==> config.mk <==
export PLATFORM = sky130hd
export DESIGN_NAME = decode_stage
export DESIGN_NICKNAME = d
export VERILOG_FILES = /design/src/rtl/decode_stage.sv
export SDC_FILE = /design/constraint.sdc
export NUM_CORES = 2
export LEC_CHECK = 0
export CAP_MARGIN = 20
export CELL_PAD_IN_SITES_DETAIL_PLACEMENT = 0
export CELL_PAD_IN_SITES_GLOBAL_PLACEMENT = 1
export CORE_MARGIN = 4
export CORE_UTILIZATION = 35
export DETAILED_ROUTE_END_ITERATION = 10
export PLACE_DENSITY = 0.66
export SLEW_MARGIN = 20
export SYNTH_ARGS = -nofsm -noshare
export SYNTH_HDL_FRONTEND = slang
export SYNTH_SLANG_ARGS = --single-unit
==> constraint.sdc <==
create_clock -name clk -period 6.07 [get_ports clk]
set_input_delay 1.214 -clock clk [delete_from_list [all_inputs] [get_ports clk]]
set_output_delay 1.214 -clock clk [all_outputs]
set_load 0.05 [all_outputs]
==> src/rtl/decode_stage.sv <==
// decode_stage: Y86-64 style decode stage with integrated register file,
// operand forwarding and the D->E pipeline register.
//
// Ports:
//   clk, rst_n                    clock, asynchronous active-low reset
//   D_stat/icode/ifun/rA/rB       decode-stage instruction fields
//   D_valC, D_valP                constant and next PC
//   e_dstE/e_valE                 execute ALU forward
//   M_dstM/m_valM, M_dstE/M_valE  memory-stage forwards
//   W_dstM/W_valM, W_dstE/W_valE  writeback forwards and register-file write ports
//   E_bubble                      load a nop into the E register
//   d_srcA, d_srcB                combinational source register IDs
//   E_*                           registered execute-stage image
module decode_stage (
  input  logic        clk,
  input  logic        rst_n,
  input  logic [1:0]  D_stat,
  input  logic [3:0]  D_icode,
  input  logic [3:0]  D_ifun,
  input  logic [3:0]  D_rA,
  input  logic [3:0]  D_rB,
  input  logic [63:0] D_valC,
  input  logic [63:0] D_valP,
  input  logic [3:0]  e_dstE,
  input  logic [63:0] e_valE,
  input  logic [3:0]  M_dstM,
  input  logic [63:0] m_valM,
  input  logic [3:0]  M_dstE,
  input  logic [63:0] M_valE,
  input  logic [3:0]  W_dstM,
  input  logic [3:0]  W_dstE,
  input  logic [63:0] W_valM,
  input  logic [63:0] W_valE,
  input  logic        E_bubble,
  output logic [3:0]  d_srcA,
  output logic [3:0]  d_srcB,
  output logic [1:0]  E_stat,
  output logic [3:0]  E_icode,
  output logic [3:0]  E_ifun,
  output logic [63:0] E_valC,
  output logic [63:0] E_valA,
  output logic [63:0] E_valB,
  output logic [3:0]  E_dstE,
  output logic [3:0]  E_dstM,
  output logic [3:0]  E_srcA,
  output logic [3:0]  E_srcB
);

  typedef enum logic [3:0] {
    I_HALT   = 4'h0,
    I_NOP    = 4'h1,
    I_RRMOVQ = 4'h2,
    I_IRMOVQ = 4'h3,
    I_RMMOVQ = 4'h4,
    I_MRMOVQ = 4'h5,
    I_OPQ    = 4'h6,
    I_JXX    = 4'h7,
    I_CALL   = 4'h8,
    I_RET    = 4'h9,
    I_PUSHQ  = 4'hA,
    I_POPQ   = 4'hB
  } icode_e;

  localparam logic [3:0] REG_NONE = 4'hF;
  localparam logic [3:0] REG_RSP  = 4'h4;

  typedef struct packed {
    logic [1:0]  stat;
    logic [3:0]  icode;
    logic [3:0]  ifun;
    logic [63:0] valC;
    logic [63:0] valA;
    logic [63:0] valB;
    logic [3:0]  dstE;
    logic [3:0]  dstM;
    logic [3:0]  srcA;
    logic [3:0]  srcB;
  } e_reg_t;

  localparam e_reg_t E_NOP = '{
    stat:  2'd0,
    icode: I_NOP,
    ifun:  4'h0,
    valC:  64'd0,
    valA:  64'd0,
    valB:  64'd0,
    dstE:  REG_NONE,
    dstM:  REG_NONE,
    srcA:  REG_NONE,
    srcB:  REG_NONE
  };

  logic [63:0] rf_q [15];
  logic [63:0] rf_d [15];
  e_reg_t      e_q;
  e_reg_t      e_d;

  logic [3:0]  dst_e;
  logic [3:0]  dst_m;
  logic [63:0] rf_a;
  logic [63:0] rf_b;
  logic [63:0] val_a;
  logic [63:0] val_b;

  // Register ID decode
  always_comb begin
    d_srcA = REG_NONE;
    d_srcB = REG_NONE;
    dst_e  = REG_NONE;
    dst_m  = REG_NONE;

    case (D_icode)
      I_RRMOVQ, I_RMMOVQ, I_OPQ, I_PUSHQ: d_srcA = D_rA;
      I_RET, I_POPQ:                      d_srcA = REG_RSP;
      default:                            d_srcA = REG_NONE;
    endcase

    case (D_icode)
      I_RMMOVQ, I_MRMOVQ, I_OPQ:          d_srcB = D_rB;
      I_CALL, I_RET, I_PUSHQ, I_POPQ:     d_srcB = REG_RSP;
      default:                            d_srcB = REG_NONE;
    endcase

    case (D_icode)
      I_RRMOVQ, I_IRMOVQ, I_OPQ:          dst_e = D_rB;
      I_CALL, I_RET, I_PUSHQ, I_POPQ:     dst_e = REG_RSP;
      default:                            dst_e = REG_NONE;
    endcase

    case (D_icode)
      I_MRMOVQ, I_POPQ:                   dst_m = D_rA;
      default:                            dst_m = REG_NONE;
    endcase
  end

  // Register file write: dstM is applied last so it wins a same-ID collision
  always_comb begin
    rf_d = rf_q;
    if (W_dstE != REG_NONE) rf_d[W_dstE] = W_valE;
    if (W_dstM != REG_NONE) rf_d[W_dstM] = W_valM;
  end

  always_comb begin
    rf_a = (d_srcA == REG_NONE) ? '0 : rf_q[d_srcA];
    rf_b = (d_srcB == REG_NONE) ? '0 : rf_q[d_srcB];
  end

  // Operand selection; the W paths cover same-cycle write/read of one register
  always_comb begin
    if (D_icode == I_CALL || D_icode == I_JXX) val_a = D_valP;
    else if (d_srcA == REG_NONE)               val_a = '0;
    else if (d_srcA == e_dstE)                 val_a = e_valE;
    else if (d_srcA == M_dstM)                 val_a = m_valM;
    else if (d_srcA == M_dstE)                 val_a = M_valE;
    else if (d_srcA == W_dstM)                 val_a = W_valM;
    else if (d_srcA == W_dstE)                 val_a = W_valE;
    else                                       val_a = rf_a;

    if (d_srcB == REG_NONE)                    val_b = '0;
    else if (d_srcB == e_dstE)                 val_b = e_valE;
    else if (d_srcB == M_dstM)                 val_b = m_valM;
    else if (d_srcB == M_dstE)                 val_b = M_valE;
    else if (d_srcB == W_dstM)                 val_b = W_valM;
    else if (d_srcB == W_dstE)                 val_b = W_valE;
    else                                       val_b = rf_b;
  end

  always_comb begin
    e_d = E_NOP;
    if (!E_bubble) begin
      e_d.stat  = D_stat;
      e_d.icode = D_icode;
      e_d.ifun  = D_ifun;
      e_d.valC  = D_valC;
      e_d.valA  = val_a;
      e_d.valB  = val_b;
      e_d.dstE  = dst_e;
      e_d.dstM  = dst_m;
      e_d.srcA  = d_srcA;
      e_d.srcB  = d_srcB;
    end
  end

  always_ff @(posedge clk or negedge rst_n) begin
    if (!rst_n) begin
      e_q  <= E_NOP;
      rf_q <= '{default: '0};
    end else begin
      e_q  <= e_d;
      rf_q <= rf_d;
    end
  end

  assign E_stat  = e_q.stat;
  assign E_icode = e_q.icode;
  assign E_ifun  = e_q.ifun;
  assign E_valC  = e_q.valC;
  assign E_valA  = e_q.valA;
  assign E_valB  = e_q.valB;
  assign E_dstE  = e_q.dstE;
  assign E_dstM  = e_q.dstM;
  assign E_srcA  = e_q.srcA;
  assign E_srcB  = e_q.srcB;

endmodule

==> flow_summary.yaml <==
run_status:
  run_status: "finished, final reports clean"
timing:
  worstMarginPinSlew_ps: 1380
  rsz0062_at_grt: "false"
  post-route-min-period_ps: 5236
  setup_tns_ps: 0
  finalHoldViolations: 0
  max_freq_ghz: 0.1910
  setup_viol: 0
  setup_ws_ps: 833.8
  timing.slew.headroom: 0.07273
  post-route-period-util: 0.8626
  slew_viol_final: 0
  clock_skew_ps: 25.41
grt:
  globalRouteOverflowTotal: 0
  grt_usage: 0.3612
  antenna_found_initial: 25
  grt_pass1_wl_microns: 568600
  grt_pass1_vias: 73670
  grt_start_max_net_pins: 150
floorplanning:
  start_util: 0.3527
  die_area_sq_um: 216500
  die_w_microns: 465.3
  fp.dieH_microns: 465.3
  core_sq_um: 207500
  ios: 715
  rows: 167
place:
  port_buffers: 714
  place_congestion: 0.9187
  dp_hpwl_microns: 233900
  place_ws_ps: 717.6
  placed_cell_area_sq_um: 83250
  place_inst: 11520
clock_network:
  htreeDepth: 4
  cts_tree: "yes"
  cts_hold_buf: 0
  cts_buffer_depth: 3
  cts_resized: 0
  postCtsSetupBuffers: 0
  cts_inserted_buffers: 149
  clock_latency_ps: 810
  clockRootBuffer: "clkbuf_16"
  path_clk_slew_ps: 60
  cts.sinks: 1178
logic_synthesis:
  synth-edff-count: 0
  synth_compound_area_frac: 0.2572
  synth_top_cell_by_area: "dfrtp_1"
  synth.area.mux_share: 0.1248
  synthArstFlopShare: 1.000
  synthesis.nets: 9261
  netlist_area_sq_um: 73190
  synth_top_family_by_area: "compound AO/OA/AOI/OAI gates"
  synthAdderAreaFrac: 0
  synthTopCellsByCount: "nand2_1, dfrtp_1, o21ai_0, mux2i_1, a21oi_1"
  synth_top_area_frac: 0.3970
  synth-seq-cells: 1178
  synth_cell_types: 68
  synth_ff_type: "dfrtp_1"
  synthCells: 8772
  synthTopCellsByArea: "dfrtp_1, mux2i_1, o21ai_0, nand2_1, a21oi_1"
  synth_xor_area_frac: 0.004069
  yosysSeqAreaShare: 0.4031
  yosys.area_share.simple: 0.1532
  yosys_warnings: 0
  synthMostInstantiatedCell: "nand2_1"
  syn_avg_cell_area_sq_um: 8.343
setup_path:
  end_kind: "output pin"
  crit_type: "input pin to output pin"
  reg2reg_depth: 6
  r2r-end: "E_valB[62]"
  crit_required_ps: 4860
  regToRegSetupSlack_ps: 3980
  r2r-start: "rf_q[830]"
  worstPathMaxFanout: 15
  start_kind: "input pin"
  crit_arrival_ps: 4020
power_and_ir_drop:
  pwr_density_cell_nw_per_um2: 308.3
  power_mw: 27.23
  peakVddDrop_mv: 0.2954
  leakage_nw: 37.18
finish:
  nets: 9372
  design_area_sq_um: 88310
  fin_cells: 11810
  fill_cells: 20360
  area_growth_pct: 20.66
  drive_above_1_share: 0.07367
routing:
  routed_via_density: 6.478
  wl_microns: 408000
  avgRoutedWirePerCell_microns: 34.54
  vias: 76500
  drtIter0Drc: 10830
  drc: 0
  ant_nets: 0
  dr.pass1.iters: 8
min_path:
  hold_path_class: "input pin to async pin"
run:
  cap_violations: 0
-- sequential cells by signal, indices dropped and copies added (netlist names) --
| name | flops |
|---|---|
| E_srcA | 4 |
| E_dstM | 4 |
| E_icode | 4 |
| E_srcB | 4 |
| E_stat | 2 |
| E_valB | 64 |
| E_valA | 64 |
| E_valC | 64 |
| rf_q | 960 |
| E_dstE | 4 |
| E_ifun | 4 |
-- stage by stage --
stage            util  hold WS [ps]
2_1_floorplan       -         537.3
3_3_place_gp   0.4011         559.0
3_5_place_dp   0.4012         565.6
4_1_cts        0.4254         423.4
5_1_grt        0.4255         455.3
6_report       0.4256         422.3
-- placed cells by master (no fill, tap or decap), types with 63 or more instances in the layout --
cell,n
a32oi_1,63
nand3_1,308
dfrtp_1,1161
o221ai_1,187
a21oi_1,821
and4_1,64
a221oi_1,262
a22oi_1,67
buf_12,88
nor2_1,798
mux2i_1,907
a211oi_1,151
o22ai_1,66
clkbuf_16,155
buf_4,162
nor2b_1,107
o21ai_0,993
clkdlybuf4s50_1,707
inv_1,65
nand2_1,1172
-- critical path: stages --
cell	delay, ps
clkdlybuf4s50_1	810
and2_1	550
o31a_2	500
clkdlybuf4s50_1	930
-- worst max path at each step --
stage | end | depth (start not counted) | slack [ps] | start
global route | d_srcA[3] | 7 | 730 | D_icode[3]
floorplan | d_srcA[0] | 10 | 1820 | D_icode[2]
finish | d_srcB[3] | 4 | 830 | D_icode[1]
global placement | E_valB[53] | 11 | 720 | D_icode[1]
CTS | d_srcB[3] | 4 | 850 | D_icode[1]
detailed placement | E_valA[30] | 11 | 720 | D_icode[3]
-- area by class of cell --
class	count	area (sq um)	area share
clock buffers	220	4433	0.05020
well taps	2788	3488	0.03950
flip-flops and latches	1178	29500	0.3340
multi-input cells	6519	39890	0.4517
repair buffers	957	10050	0.1139
inverters	78	322.8	0.003655
diodes	22	55.05	0.0006234
clock inverters	48	570.5	0.006461
-- kinds of logic (layout without fill, tap and decap cells) --
logic type | after synthesis | in the layout
and+or+nand+nor | 2615 | 2615
DFF | 1178 | 1178
buffers and inverters | 1075 | 1303
AOI/OAI and AO/OA | 2960 | 2960
xor gates and xnor gates | 34 | 34
other | 0 | 22
muxes | 910 | 910
-- per-layer routing --
layer  GRT usage  up-vias  share of wire
met4      0.2092       10          0.065
met1      0.4611    37720           0.39
li1            -    32050              -
met5           0        -        0.00018
met3     0.09084     1297           0.10
met2      0.5553     5429           0.44
-- report_power, final --
group | total [mW] | internal (mW) | leakage (nW) | switching (mW)
logic | 7.04 | 2.65 | 20.3 | 4.39
clock network | 9.44 | 5.55 | 2.47 | 3.89
registers | 10.8 | 9.38 | 14.5 | 1.37
total | 27.2 | 17.6 | 37.2 | 9.65
(Power assumes the default switching activity.)
